## src/rtl/pulse_stretcher_fsm_pkg.sv

```systemverilog
// Shared types for the pulse stretcher: FSM state encoding and default counter width.
package pulse_pkg;

  typedef enum logic [1:0] {
    IDLE = 2'd0,
    HIGH = 2'd1,
    DONE = 2'd2,
    HOLD = 2'd3
  } state_t;

  localparam int unsigned W_DEFAULT = 16;

endpackage

```

## src/rtl/pulse_stretcher_fsm.sv

```systemverilog
// Moore pulse stretcher: turns a one-cycle tick into a level pulse of len cycles,
// with optional retrigger and a post-pulse hold-off during which ticks are ignored.
module pulse_stretcher_fsm
  import pulse_pkg::*;
#(
  parameter int unsigned W       = W_DEFAULT,
  parameter int unsigned HOLDOFF = 2
) (
  input  logic         clk,
  input  logic         reset,
  input  logic         tick,
  input  logic [W-1:0] len,
  input  logic         retrig_en,
  output logic         level,
  output logic         done_tick,
  output logic         busy
);

  localparam logic [W-1:0] CNT_ONE  = W'(1);
  localparam logic [W-1:0] CNT_HOLD = W'(HOLDOFF);

  state_t       state, state_n;
  logic [W-1:0] cnt, cnt_n;
  logic         len_ok;

  assign len_ok = (len != '0);

  always_ff @(posedge clk) begin
    if (reset) begin
      state <= IDLE;
      cnt   <= '0;
    end else begin
      state <= state_n;
      cnt   <= cnt_n;
    end
  end

  always_comb begin
    state_n = state;
    cnt_n   = cnt;
    case (state)
      IDLE: begin
        if (tick && len_ok) begin
          state_n = HIGH;
          cnt_n   = len;
        end
      end
      HIGH: begin
        // Retrigger is checked first so a tick on the last high cycle extends the pulse.
        if (retrig_en && tick && len_ok) begin
          cnt_n = len;
        end else if (cnt == CNT_ONE) begin
          state_n = DONE;
        end else begin
          cnt_n = cnt - CNT_ONE;
        end
      end
      DONE: begin
        if (HOLDOFF == 0) begin
          state_n = IDLE;
        end else begin
          state_n = HOLD;
          cnt_n   = CNT_HOLD;
        end
      end
      HOLD: begin
        cnt_n = cnt - CNT_ONE;
        if (cnt == CNT_ONE) begin
          state_n = IDLE;
        end
      end
      default: begin
        state_n = IDLE;
        cnt_n   = '0;
      end
    endcase
  end

  assign level     = (state == HIGH);
  assign done_tick = (state == DONE);
  assign busy      = (state != IDLE);

endmodule
```

## config.mk

```make
export PLATFORM = sky130hd
export DESIGN_NAME = pulse_stretcher_fsm
export DESIGN_NICKNAME = d
export VERILOG_FILES = /design/src/rtl/pulse_stretcher_fsm_pkg.sv /design/src/rtl/pulse_stretcher_fsm.sv
export SDC_FILE = /design/constraint.sdc
export NUM_CORES = 1
export LEC_CHECK = 0
export CELL_PAD_IN_SITES_DETAIL_PLACEMENT = 0
export CELL_PAD_IN_SITES_GLOBAL_PLACEMENT = 1
export CORE_MARGIN = 4
export CORE_UTILIZATION = 32
export CTS_CLUSTER_DIAMETER = 30
export DETAILED_ROUTE_END_ITERATION = 10
export PLACE_DENSITY_LB_ADDON = 0.1
export SYNTH_ARGS = -nofsm -noshare
export SYNTH_HDL_FRONTEND = slang
export SYNTH_SLANG_ARGS = --single-unit
```

## constraint.sdc

```tcl
create_clock -name clk -period 5.5 [get_ports clk]
set_input_delay 0.55 -clock clk [delete_from_list [all_inputs] [get_ports clk]]
set_output_delay 0.55 -clock clk [all_outputs]
set_load 0.05 [all_outputs]
```

* Word-level counts from Yosys, hierarchy flattened *
Index checks and enable logic that the tools add are counted.

storage, ports and cells
  register bits after elaboration = 18
  output and inout port bits = 3
  logic and storage cells = 29

cells by class
  reductions and logical operators = 8
  add/subtract/negate cells = 1
  equal/unequal tests = 9
  mux-type cells = 9

operators by type and width
  kind                                                                     number
  16-bit one-hot mux with 4 select lines                                   1
  16-bit two-way mux                                                       3
  16-bit by 1-bit == test with 1-bit output, second input constant         1
  16-bit nonzero test                                                      1
  16-bit by 1-bit subtractor with 16-bit output, second input constant     1
  2-bit two-way mux                                                        4
  2-bit one-hot mux with 4 select lines                                    1
  2-bit inequality test, second input constant                             3
  2-bit == test, second input constant                                     2
  4-bit AND reduction                                                      1
  1-bit logical AND                                                        3
  3-bit inequality test, second input constant                             1
  2-bit by 1-bit == test with 1-bit output, second input constant          1
  2-bit logical NOT                                                        1
  2-bit by 1-bit inequality test with 1-bit output, second input constant  1
  2-bit AND reduction                                                      1
  2-bit nonzero test                                                       1

* Longest topological paths before layout *
  word-level depth = 4
  depth in mapped cells = 10
  depth with buffers taken out = 8

* Least setup slack after synthesis *
No wires, ideal clock.

  kind = input-to-reg
  start point = input port len[10]
  end point = register cnt[9]
  required time = 5.368 ns
  data arrival time = 1.976 ns
  stages on the path = 8
  slack = 3.392 ns
  path buffers = 2
  cell sequence = nor4_1 > nand4_1 > a2111o_1 > and2_4 > buf_6 > buf_8 > nand2_1 > a21oi_1

on the way
  cells in the longest elaborated chain, start to end = 4
  elaborated cells between the ends (all ways) = 8

RTL lines
  element                                                                        RTL line                                              RTL
  from (decl)                                                                    pulse_stretcher_fsm.sv:12                             input logic [W-1:0] len,
  16-bit nonzero test *                                                          pulse_stretcher_fsm.sv:26                             assign len_ok = (len != '0);
  1-bit logical AND (on tied branches)                                           pulse_stretcher_fsm.sv:50, pulse_stretcher_fsm.sv:43
  16-bit two-way mux (tied with other cells)                                     pulse_stretcher_fsm.sv:50                             if (retrig_en && tick && len_ok) begin
  16-bit one-hot mux with 4 select lines or 2-bit AND reduction (tied branches)  --
  to (signal assigned)                                                           pulse_stretcher_fsm.sv:34                             cnt <= cnt_n;
  to (decl)                                                                      pulse_stretcher_fsm.sv:23                             logic [W-1:0] cnt, cnt_n;

Every way passes the cells marked *; elsewhere a longest branch is shown, timed or not.
A chain may end at the register's enable or synchronous reset.

* Worst setup path in the final report *
  start point = input port len[2]
  end point = register cnt[12]

The elaborated chain is that of the path after synthesis.

==> out/summary.txt <==
Critical Path Start Type = input pin
CP Data Arrival Time = 3.20 ns
Routability cong. = 0.812
Dpl hpwl = 2880 um
Status = completed
Maximum clock insertion buffer count = 2
Hold buffer count at cts = 0
Post-CTS Setup Bufs = 0
Wire per inst = 15.6 um
Die Height = 73.3 um
Fillcell total = 441
Setup WS pre-CTS = 2.20 ns
Max Slew Vio Count = 0
Syn_nets = 211
Post-CTS sizing = 0
P_leak = 0.598 nW
Flops & latches, synth = 18
Clock skew = 0.00507 ns
Pwr per Cell Area = 516 mW/mm^2
Max stage delay on crit path = 0.77 ns
Synth Area in Adders = 6.42%
Antenna violations before repair = 0
Antenna diodes = 0
Synth Area in Simple Gates = 27.6%
Setup_tns = 0 ns
Final net count = 228
Mapped Cells = 184
CP max-delay cell = a311o_1
Total GRT Usage = 15.4%
Via density = 5.58
Die area = 0.00538 mm^2
Post-synth ARST share = 0%
GRT Residual Overflow = 0
# rows = 23
Post-route ant nets = 0
Synth Area in XOR/XNOR = 0%
Top_reg_cell synth = dfxtp_1
Post-Syn Area = 0.00137 mm^2
DR pass1 iterations = 5
Reg clk slew, reported paths = 0.07 ns
Worst setup EP type = flip-flop
CTS H-tree lvls = 1
CP Cell Sequence = clkdlybuf4s50_1 -> nor4_1 -> nand4_1 -> a311o_1 -> nor4bb_1 -> o21ai_0 -> a21oi_1
Req. time, crit path = 5.67 ns
Multiplexer share of the synthesized area = 0.733%
Max cap viols = 0
Worst Tran Pin Value = 1.13 ns
Core Area = 0.00406 mm^2
Post-synth EDFFs = 0
IO Count = 23
Synth Area in Compound Gates = 29.2%
Hold Path Class = reg -> reg
Max Fclk = 331 MHz
Starting DRT DRC Count = 221
Latest clock arrival within the worst-skew pair = 0.25 ns
Slew margin rel. = 24.7%
Root Buffer = clkbuf_8
Final critical-path setup slack = 2.48 ns
CTS Buf Count = 3
Routed WL = 3900 um
Share of cells above drive strength 1 = 6.50%
Synth cell types = 39
Setup Viol. Count Final = 0
First-pass GRT wire length = 6520 um
Routed vias = 1396
RSZ-0062 raised after global routing = false
Peak supply drop = 0.000383 V
Vias in the first global route = 1418
PortBufs = 22
Mean Syn Cell Area = 7.42 um^2
Clock Sinks = 18
DIE WIDTH = 73.3 um
Largest net degree at the start of global routing = 30
Final Hold Vio Count = 0
CTS tree = yes
CP Max Fanout = 29
Final worst-path cycle share = 55.0%
Register area share after synthesis = 26.4%
Area growth, synth to finish = 18.4%
DRC Markers = 0
Initial Util = 33.6%
Largest family of logic cells by synthesized area = compound AO/OA/AOI/OAI gates
Synth warn = 0
Kind of critical path = in -> reg
Min Tclk post-route = 3.02 ns
-- path summary, 6_finish.rpt --
kind	from	end	slack (ns)	cells past startpoint
worst min-delay path	cnt[13]$_SDFFE_PP0P_	cnt[13]$_SDFFE_PP0P_	0.48	2
worst max-delay path	len[2]	cnt[12]$_SDFFE_PP0P_	2.48	7
worst max register to register	state[1]$_SDFFE_PP0P_	cnt[12]$_SDFFE_PP0P_	3.13	7
worst min register to register	cnt[13]$_SDFFE_PP0P_	cnt[13]$_SDFFE_PP0P_	0.48	2
-- cells in the mapped netlist, types with 2 or more instances --
cell	count	area, um^2
a211oi_1	2	15.0
nand2_2	4	25.0
nor2_1	21	78.8
dfxtp_1	18	360
o2bb2ai_1	6	52.6
nand2_1	13	48.8
nor3_1	7	35.0
a21oi_1	21	105
o32ai_1	5	43.8
buf_6	5	56.3
nand4_1	5	31.3
and2_1	4	25.0
nand2b_1	2	12.5
clkbuf_1	3	11.3
inv_1	12	45.0
a31o_2	2	17.5
a31oi_1	2	12.5
o21ai_0	11	55.1
ha_1	7	87.6
nor4_1	8	50.1
o21ai_1	7	35.0
nand3_1	2	10.0
-- area by class of cell --
type	count	area [um^2]	share of cell area (%)
well taps	50	62.6	3.87
flip-flops and latches	18	360	22.3
inverters	12	45.0	2.79
repair buffers	22	220	13.6
multi-input cells	144	873	54.0
clock buffers	4	55.1	3.41
-- cell usage in the layout, fill, tap and decap left out, types with 2 or more instances in the layout --
cell,netlist,layout
a211oi_1,2,2
a21oi_1,21,21
a31o_2,2,2
a31oi_1,2,2
and2_1,4,4
clkbuf_8,0,4
clkdlybuf4s50_1,0,22
dfxtp_1,18,18
ha_1,7,7
inv_1,12,12
nand2_1,13,13
nand2_2,4,4
nand2b_1,2,2
nand3_1,2,2
nand4_1,5,5
nor2_1,21,21
nor3_1,7,7
nor4_1,8,8
o21ai_0,11,11
o21ai_1,7,7
o2bb2ai_1,6,6
o32ai_1,5,5
-- through the flow --
stage                     utilization, %  power (mW)  instance area (um^2)  instances  hold WS (ns)
after CTS                           39.8       0.837                  1620        250         0.482
after global routing                39.8       0.911                  1620        250         0.495
after detailed placement            38.5       0.722                  1560        246         0.470
after global placement              38.5       0.724                  1560        246         0.469
after floorplan                        -       0.618                  1370        184         0.451
final                               39.8       0.834                  1620        250         0.478
-- state kept, by name (all words and copies together), names as in the netlist --
| signal | cells |
|---|---|
| cnt | 16 |
| state | 2 |
-- report_power, final --
| part | switching (mW) | leakage, nW | internal (mW) |
|---|---|---|---|
| clock | 0.0455 | 0.0288 | 0.0636 |
| combinational | 0.315 | 0.421 | 0.188 |
| sequential | 0.0500 | 0.148 | 0.172 |
-- cells by family (layout without fill, tap and decap cells) --
family,Yosys count,after routing
adder cells (fa/ha/maj),7,7
AND/OR/NAND/NOR,73,73
AO/OA/AOI/OAI,63,63
buffers and inverters,22,38
multiplexers,1,1
flip-flops,18,18
-- per-layer routing --
layer  share of wire, %  track usage (%)
met4               0.56             4.02
met3                4.3             3.28
met2                 50             25.6
met5                  0                0
met1                 45             20.2
-- critical path, delay by kind of cell --
family / cells / cell delay [ns]
compound gates: 3 / 1.03
simple gates: 3 / 1.17
buf+inv: 1 / 0.43
Note: power is estimated with default switching activity, not from simulation.
